===== src/rtl/usb_bulk_out_ep.sv =====
// Bulk OUT endpoint: claims OUT tokens for EP_NUM, buffers payload speculatively,
// commits on good CRC and exposes committed bytes through a show-ahead FIFO port.
//
// state | meaning
// IDLE  | waiting for an OUT token to this endpoint
// RECV  | ACKed; storing payload bytes speculatively
// DRAIN | STALL/NAK/none answered; waiting for the transaction to end
// DONE  | packet finished (committed or dropped); waiting for the transaction to end
module usb_bulk_out_ep #(
   parameter int EP_NUM     = 2,
   parameter int DEPTH_LOG2 = 7,
   parameter int MAX_PKT    = 64
) (
   input  logic                  clk48mhz,
   input  logic                  rst,
   input  logic                  usb_rst,
   input  logic                  ep_enable,
   input  logic                  ep_halt,
   input  logic                  transaction_active,
   input  logic [3:0]            endpoint,
   input  logic                  direction_in,
   input  logic                  setup,
   input  logic                  data_strobe,
   input  logic [7:0]            data_out,
   input  logic                  success,
   output logic [1:0]            handshake,
   output logic                  data_toggle,
   output logic                  claim,
   output logic                  fifo_empty,
   output logic [7:0]            fifo_data,
   input  logic                  fifo_pop,
   output logic [DEPTH_LOG2:0]   fifo_count
);
   localparam int PW = DEPTH_LOG2 + 1;
   localparam int LW = $clog2(MAX_PKT + 1);
   localparam logic [PW:0]   CAPACITY  = (PW+1)'(2**DEPTH_LOG2);
   localparam logic [PW:0]   MAX_PKT_W = (PW+1)'(MAX_PKT);
   localparam logic [LW-1:0] MAX_LEN   = LW'(MAX_PKT);

   localparam logic [1:0] HS_ACK   = 2'b00;
   localparam logic [1:0] HS_NONE  = 2'b01;
   localparam logic [1:0] HS_NAK   = 2'b10;
   localparam logic [1:0] HS_STALL = 2'b11;

   typedef enum logic [1:0] {IDLE, RECV, DRAIN, DONE} state_t;

   state_t          state, state_next;
   logic            ta_q, ds_q;
   logic [PW-1:0]   wr_commit, wr_spec, rd_ptr;
   logic [PW-1:0]   used, rd_next, commit_ptr_next;
   logic [PW:0]     free;
   logic [LW-1:0]   len;
   logic            ovf;
   logic [7:0]      mem [0:(2**DEPTH_LOG2)-1];

   logic            reset_now, start, byte_edge, our_token, pop_ok;
   logic [1:0]      hs_next;
   logic            claim_next, open_pkt, store_byte, mark_ovf, commit, flip;

   assign reset_now = ~rst | usb_rst;
   assign start     = transaction_active & ~ta_q;
   assign byte_edge = data_strobe & ~ds_q;
   assign our_token = start && (endpoint == 4'(EP_NUM)) && !direction_in && !setup;

   assign used            = wr_commit - rd_ptr;
   assign free            = CAPACITY - {1'b0, used};
   assign pop_ok          = fifo_pop && (used != '0);
   assign rd_next         = rd_ptr + PW'(pop_ok);
   assign commit_ptr_next = commit ? wr_spec : wr_commit;

   assign fifo_count = used;
   assign fifo_empty = (used == '0);

   always_comb begin
      state_next = state;
      hs_next    = handshake;
      claim_next = claim;
      open_pkt   = 1'b0;
      store_byte = 1'b0;
      mark_ovf   = 1'b0;
      commit     = 1'b0;
      flip       = 1'b0;
      case (state)
         IDLE: begin
            if (our_token) begin
               claim_next = 1'b1;
               if (ep_halt) begin
                  hs_next    = HS_STALL;
                  state_next = DRAIN;
               end else if (!ep_enable) begin
                  hs_next    = HS_NONE;
                  state_next = DRAIN;
               end else if (free < MAX_PKT_W) begin
                  hs_next    = HS_NAK;
                  state_next = DRAIN;
               end else begin
                  hs_next    = HS_ACK;
                  open_pkt   = 1'b1;
                  state_next = RECV;
               end
            end
         end
         RECV: begin
            if (success) begin
               commit     = ~ovf;
               flip       = ~ovf;
               state_next = DONE;
            end else if (!transaction_active) begin
               // Rollback is implicit: wr_spec is reloaded from wr_commit on the next ACK.
               claim_next = 1'b0;
               hs_next    = HS_NONE;
               state_next = IDLE;
            end else if (byte_edge) begin
               if (len < MAX_LEN) store_byte = 1'b1;
               else               mark_ovf   = 1'b1;
            end
         end
         DRAIN, DONE: begin
            if (!transaction_active) begin
               claim_next = 1'b0;
               hs_next    = HS_NONE;
               state_next = IDLE;
            end
         end
         default: state_next = IDLE;
      endcase
   end

   always_ff @(posedge clk48mhz) begin
      if (reset_now) begin
         state       <= IDLE;
         handshake   <= HS_NONE;
         claim       <= 1'b0;
         data_toggle <= 1'b0;
         wr_commit   <= '0;
         wr_spec     <= '0;
         rd_ptr      <= '0;
         len         <= '0;
         ovf         <= 1'b0;
         fifo_data   <= 8'h00;
      end else begin
         state     <= state_next;
         handshake <= hs_next;
         claim     <= claim_next;
         if (open_pkt) begin
            wr_spec <= wr_commit;
            len     <= '0;
            ovf     <= 1'b0;
         end else if (store_byte) begin
            wr_spec <= wr_spec + PW'(1);
            len     <= len + LW'(1);
         end
         if (mark_ovf) ovf <= 1'b1;
         if (commit) wr_commit <= wr_spec;
         if (flip) data_toggle <= ~data_toggle;
         rd_ptr <= rd_next;
         // Show-ahead head register; held at zero whenever nothing is committed.
         fifo_data <= (commit_ptr_next == rd_next) ? 8'h00 : mem[rd_next[DEPTH_LOG2-1:0]];
      end
   end

   always_ff @(posedge clk48mhz) begin
      if (store_byte && !reset_now) mem[wr_spec[DEPTH_LOG2-1:0]] <= data_out;
   end

   // Edge registers track the bus even through reset so a transaction that is
   // still active when reset lifts is not mistaken for a new start.
   always_ff @(posedge clk48mhz) begin
      ta_q <= transaction_active;
      ds_q <= data_strobe;
   end
endmodule


===== config.mk =====
export PLATFORM = sky130hd
export DESIGN_NAME = usb_bulk_out_ep
export DESIGN_NICKNAME = d
export VERILOG_FILES = /design/src/rtl/usb_bulk_out_ep.sv
export SDC_FILE = /design/constraint.sdc
export NUM_CORES = 1
export LEC_CHECK = 0
export CAP_MARGIN = 20
export CORE_UTILIZATION = 40
export CTS_CLUSTER_SIZE = 20
export DETAILED_ROUTE_END_ITERATION = 16
export HOLD_SLACK_MARGIN = 0.08
export SLEW_MARGIN = 20
export SYNTH_ARGS = -nofsm -noshare
export SYNTH_HDL_FRONTEND = slang
export SYNTH_SLANG_ARGS = --single-unit

===== constraint.sdc =====
create_clock -name clk48mhz -period 4.4 [get_ports clk48mhz]
set_clock_uncertainty 0.15 [all_clocks]
set_input_delay 1.1 -clock clk48mhz [delete_from_list [all_inputs] [get_ports clk48mhz]]
set_output_delay 1.1 -clock clk48mhz [all_outputs]
set_load 0.02 [all_outputs]

==> run metrics, run 1 <==
Final Cell Area 51560 um^2; Post-synth EDFFs approximately 1000; fin crit share 1.040; R2R depth 22; vias in the first global route 23510; mean area per synthesized cell 18.89 um^2; share of layout cells above drive strength 1 0.3237; post-synthesis cell area 42260 um^2; fin util 0.4953; RSZ-0062 raised after global routing true; ys async rst share 0; Post-synth top flop edfxtp_1; DRT Wirelength 107.9 mm; total grt overflow 0; cts bufs inserted ~100; Design Power roughly 30 mW; WL per Instance 26.06 um; Die Wd 327.1 um; Iteration-0 DRC Markers 2393; Skew-Pair Late Insertion Delay ~0.67 ns; Syn. warnings 0; Slew HR 0.3345; maximum vdd drop 0.3546 mV; hpwl dp 66.98 mm; Max Slew Vio Count 0; final worst slack -0.1782 ns; Slew @ Worst Pin 0.9962 ns; status finished with violations; Clock Sinks 1072; io pins 44; die span in y between 300 and 400 um; # setup viols final 8; Tot GR Track Use 0.2038; register area share after synthesis 0.7503; hold_sp claim$_SDFFE_PP0P_; most common cell after layout, fill and taps aside edfxtp_1; first-pass GRT wire length 159.3 mm; CTS tree done; CTS H-tree depth 3; DRT antenna net count 0; input/output buffers 43; fmax 218.4 MHz; Inst Count DP 3888; Unique masters post-synth 61; max-cap viol count 0; Net Count, Synth 2272; Power Dens Cells roughly 580 nW/um^2; floorplan row count ~120; reg2reg start wr_commit[0]$_SDFF_PP0_; Clock Path Buffers 3; TritonRoute pass-1 iters 6; area grow syn2layout 21.99%; Vias between 20000 and 25000; routability congestion estimate between 0.8 and 0.9; crit path kind flop to flop; CP Launch Type flop; Vias/cell ~5.6; dpl ws -0.5087 ns; Hold WS approximately 0.31 ns; commonest cells after routing, fill and taps aside 1024 x edfxtp_1, 339 x buf_4, 256 x mux4_2; Lkg Pwr 16.55 nW; largest net degree at the start of global routing 103; root buffer cell clkbuf_16; worst hold path depth 2; # nets final 2710; failing checks setup timing; initial core utilization 0.4060; Hold Violations, Final 0; flops & latches, synth 1072; RR Endpoint fifo_data[6]$_SDFF_PP0_; Multi-input gate area between 10000 and 15000 um^2; DRC Markers 0; antenna violations before repair 0; Crit. End Element flop; fin cells roughly 4100; Worst Hold Endpoint claim$_SDFFE_PP0P_; total die area 107000 um^2; FILL cells 8478; clk slew on worst S/H paths ~0.06 ns; minimum clock period 4.578 ns; Hold Path Class flop to flop; Std-Cell Core Area 104100 um^2; Post-Syn Instances around 2200; Req. time, crit path 4.83 ns; register area 31710 um^2; reg2reg setup slack -0.18 ns; Crit path arrival time 5.01 ns; Cell Area, Placed 47070 um^2; final setup TNS -1.091 ns; CP Max Fanout 6
==> cell usage after synthesis (2+ instances only) <==
cell type / instances / area [um^2]
edfxtp_1: 1024 / 30750
mux4_2: 256 / 5766
nand2_1: 241 / 904.6
nor2_1: 155 / 581.8
nand3_1: 92 / 460.4
dfxtp_1: 48 / 960.9
clkbuf_1: 46 / 172.7
buf_2: 42 / 210.2
a31oi_1: 26 / 162.7
a211oi_1: 23 / 172.7
mux2i_1: 23 / 230.2
nand4_1: 23 / 143.9
and2_1: 21 / 131.4
nor2b_1: 16 / 100.1
nor4_1: 16 / 100.1
xor2_1: 16 / 140.1
buf_4: 15 / 112.6
inv_1: 15 / 56.30
xnor2_1: 15 / 131.4
buf_1: 14 / 52.55
a32oi_1: 11 / 96.34
ha_1: 11 / 137.6
nor3_1: 11 / 55.05
o22ai_1: 10 / 62.56
o21ai_0: 8 / 40.04
a21oi_1: 7 / 35.03
a22o_1: 7 / 61.31
nand2b_1: 4 / 25.02
buf_6: 3 / 33.78
or2_2: 3 / 18.77
or3_1: 3 / 18.77
nor4b_1: 2 / 17.52
o31ai_1: 2 / 15.01
==> state kept, by name, summed over array words and instances, names as in the netlist <==
| signal | count |
|---|---|
| data_toggle | 1 |
| ta_q | 1 |
| claim | 1 |
| len | 7 |
| wr_spec | 8 |
| fifo_data | 8 |
| rd_ptr | 8 |
| ds_q | 1 |
| handshake | 2 |
| wr_commit | 8 |
| mem | 1024 |
| ovf | 1 |
| state | 2 |
==> critical path, stage by stage, from the launching register on <==
cell and delay, ns:
dfxtp_2 0.32, inv_2 0.08, ha_4 0.13, inv_2 0.04
fa_2 0.36, xor2_1 0.18, or3_4 0.35, a2111oi_4 0.31
nand2_1 0.14, nor2_4 0.16, nor2b_4 0.07, ha_4 0.16
ha_4 0.24, buf_12 0.15, buf_8 0.13, buf_16 0.13
buf_6 0.11, mux4_2 0.23, nand2_2 0.07, nand3_4 0.10
nand4_1 0.27, a22o_1 0.38, nor4_2 0.23
==> cells by family (layout without fill, tap and decap cells) <==
family,Yosys count,after routing,share of synthesized area
flip-flops,1072,1072,0.7503
buffers and inverters,135,657,0.01510
adder cells (fa/ha/maj),12,12,0.003730
multiplexers,279,279,0.1419
other,0,1,0
AO/OA/AOI/OAI,109,109,0.01921
AND/OR/NAND/NOR,599,599,0.06336
XOR/XNOR,31,31,0.006424
==> routing by layer <==
layer | GRT usage | wire length, um | vias up
met4 | 0.07263 | 3667 | 0
met5 | 0 | 0 | -
li1 | - | - | 9885
met2 | 0.3153 | 50430 | 946
met3 | 0.03464 | 8107 | 181
met1 | 0.2921 | 45700 | 12010
==> what timing repair did <==
item / in CTS / in global routing
hold buffers: 0 / 0
endpoints found under the setup margin: 11 / 9
gates cloned: 9 / 1
gates resized for setup: 85 / 30
pin swaps: 32 / 18
buffers inserted: 47 / 4
==> report_power, final <==
| group | internal (mW) | switching, mW | total [mW] |
|---|---|---|---|
| Combinational | 5.60 | 4.27 | 9.87 |
| Sequential | 11.2 | 0.0352 | 11.2 |
| Clock | 4.88 | 3.71 | 8.58 |
| Total | 21.7 | 8.01 | 29.7 |
==> worst max path at each step <==
stage	start	slack [ns]	end	cells past startpoint
3_3_place_gp	wr_commit[0]$_SDFF_PP0_	-0.42	fifo_data[7]$_SDFF_PP0_	22
3_5_place_dp	wr_commit[0]$_SDFF_PP0_	-0.51	fifo_data[7]$_SDFF_PP0_	22
2_1_floorplan	wr_commit[0]$_SDFF_PP0_	0.005	fifo_data[0]$_SDFF_PP0_	22
4_1_cts	wr_commit[0]$_SDFF_PP0_	-0.10	fifo_data[0]$_SDFF_PP0_	20
5_1_grt	rd_ptr[2]$_SDFF_PP0_	-0.31	fifo_data[6]$_SDFF_PP0_	22
6_report	wr_commit[0]$_SDFF_PP0_	-0.18	fifo_data[6]$_SDFF_PP0_	22
==> final cells by class <==
class / count / share of cell area
Timing Repair Buffer: 452 / 0.08572
Tap cell: 1380 / 0.03349
Multi-Input combinational cell: 1030 / 0.2012
Clock inverter: 59 / 0.01002
Sequential cell: 1072 / 0.6151
Inverter: 15 / 0.001092
Clock buffer: 131 / 0.05327
Antenna cell: 1 / 0.00004854
(Power assumes the default switching activity.)
==> inputs of run 2 (changes only) <==
--- a/config.mk
+++ b/config.mk
@@ -5,11 +5,13 @@
 export SDC_FILE = /design/constraint.sdc
 export NUM_CORES = 1
 export LEC_CHECK = 0
+export ABC_CLOCK_PERIOD_IN_PS = 4400
 export CAP_MARGIN = 20
 export CORE_UTILIZATION = 40
 export CTS_CLUSTER_SIZE = 20
 export DETAILED_ROUTE_END_ITERATION = 16
 export HOLD_SLACK_MARGIN = 0.08
+export PLACE_DENSITY = 0.65
 export SLEW_MARGIN = 20
 export SYNTH_ARGS = -nofsm -noshare
 export SYNTH_HDL_FRONTEND = slang
==> run metrics, run 2 (synthesis gave the netlist of run 1 again) <==
status finished with violations; failing checks setup timing; minimum clock period 4.510 ns; Worst path slowest cell fa_2; Die Wd 327.1 um; initial core utilization 0.4060; Slew @ Worst Pin around 1.1 ns; hpwl dp 64.11 mm; clk slew on worst S/H paths 0.06 ns; CP max stage delay 0.36 ns; Clock Sinks approximately 1100; cts bufs inserted 109; sequential power share 0.372; Sw Pwr between 8 and 9 mW; fin cells between 4000 and 5000; WL per Instance roughly 26 um; met1 Use GR 0.2743; Int Pwr 21.99 mW; io pins between 40 and 50; die span in y 327.1 um; input/output buffers 43; Cell Area, Placed 46620 um^2; Hold Path Class flop to flop; dpl ws -0.2852 ns; CTS tree done; Crit. End Element flop; DRT antenna net count 0; RSZ-0062 raised after global routing true; final worst slack -0.1097 ns; Lkg Pwr 16.32 nW; Worst Path Buf+Inv 5; Final Cell Area 51250 um^2; Top Family by Delay on Critical Path compound AO/OA/AOI/OAI gates; worst path cell trace inv_2 > ha_4 > inv_4 > fa_2 > a21o_1 > a21oi_2 > xnor2_2 > a2111oi_4 > nand2_1 > nor2_4 > nor2b_4 > ha_4 > ha_4 > buf_12 > buf_4 > buf_12 > mux4_2 > nand2_1 > nand3_1 > nand4_1 > a22o_1 > nor4_2; commonest cells after routing, fill and taps aside 1024 x edfxtp_1, 256 x mux4_2, 252 x buf_4; total die area 107000 um^2; Hold WS 0.3102 ns; vias in the first global route between 20000 and 25000; Clock Path Buffers 3; # setup viols final 8; maximum vdd drop 0.4071 mV; floorplan row count about 120; Skew-Pair Late Insertion Delay 0.68 ns; Vias/cell between 5 and 6; cts hold-fix bufs 0; fin util 0.4924; Design Power between 30 and 40 mW; DRT Wirelength 105.2 mm; largest net degree at the start of global routing 105; Comb power frac 0.331; Inst Count DP 3822; root buffer cell clkbuf_16; Hold Violations, Final 0; max-cap viol count 0; TritonRoute pass-1 iters 5; Tot GR Track Use 0.1958; fmax 221.7 MHz; FILL cells 8276; Req. time, crit path 4.85 ns; ant diodes 0; routability congestion estimate just under 0.9; share of layout cells above drive strength 1 0.3123; final setup TNS -0.5484 ns; DRC Markers 0; max FFs per register 1024; area grow syn2layout 21.27%; Slew HR 0.2982; CP Launch Type flop; Std-Cell Core Area 104100 um^2; switching share of power 0.2709; total grt overflow 0; Vias 22760; fin crit share 1.025; CTS H-tree depth 3; antenna violations before repair 0; crit path kind flop to flop; first-pass GRT wire length 154.9 mm; # nets final about 2600; met2 Usage GRT 0.3109; Iteration-0 DRC Markers between 2000 and 3000; Max Slew Vio Count 0; busiest grt layer met2; CP Max Fanout 12; CP dominant cell by count ha_4; M3 GR Usage 0.03361; clock network fraction of design power 0.297; most common cell after layout, fill and taps aside edfxtp_1; Power Dens Cells 588.6 nW/um^2; Crit path arrival time 4.96 ns
## run 2: cell count changes in the layout (fill, tap and decap cells not counted), moves of 4 or more
cell | before | now
mux2i_1 | 20 | 15
clkbuf_16 | 107 | 117
mux2i_2 | 2 | 6
nand3_2 | 10 | 16
clkinv_2 | 13 | 18
buf_16 | 9 | 13
nand2_1 | 239 | 230
buf_6 | 18 | 9
nand3_1 | 81 | 74
buf_4 | 339 | 252
nand2_2 | 2 | 11
## run 2: worst reg2reg max path, delay by kind of cell (launching register included)
family / cells / cell delay (ns)
XOR/XNOR: 1 / 0.11
AND/OR/NAND/NOR: 7 / 1.02
buffers and inverters: 5 / 0.58
flip-flops: 1 / 0.31
AO/OA/AOI/OAI: 4 / 1.02
adder cells (fa/ha/maj): 4 / 1.01
multiplexers: 1 / 0.22
## run 2: layout make-up
class,instances,area [um^2],area share
Timing Repair Buffer,365,3870,0.07551
Clock inverter,63,564.3,0.01101
Sequential cell,1072,31720,0.6188
Tap cell,1380,1727,0.03369
Multi-Input combinational cell,1030,10430,0.2034
Inverter,15,58.81,0.001147
Clock buffer,135,2889,0.05637
## run 2: power by group through the flow
stage / Sequential [mW] / Combinational [mW] / Clock, mW
after floorplan: 11.4 / 6.05 / 0
after global placement: 11.4 / 8.73 / 0
after detailed placement: 11.4 / 8.75 / 0
after CTS: 11.2 / 9.68 / 9.08
after global routing: 11.2 / 10.6 / 9.48
final: 11.2 / 9.98 / 8.97
## run 2: final timing paths
kind                              to  depth (start not counted)  slack [ns]               startpoint
min               claim$_SDFFE_PP0P_                          2        0.31       claim$_SDFFE_PP0P_
max          fifo_data[7]$_SDFF_PP0_                         22       -0.11  wr_commit[0]$_SDFF_PP0_
max reg2reg  fifo_data[7]$_SDFF_PP0_                         22       -0.11  wr_commit[0]$_SDFF_PP0_
min reg2reg       claim$_SDFFE_PP0P_                          2        0.31       claim$_SDFFE_PP0P_
## run 2: repair_timing
item,CTS,global route
buffers inserted,16,12
gates resized for setup,66,54
pin swaps,25,38
setup endpoints to repair,11,10
gates cloned,5,5
## run 2: routing by layer
metal / vias up / wire [um]
met5: - / 0
met2: 1030 / 49780
li1: 9718 / -
met3: 169 / 9182
met4: 0 / 3414
met1: 11840 / 42800
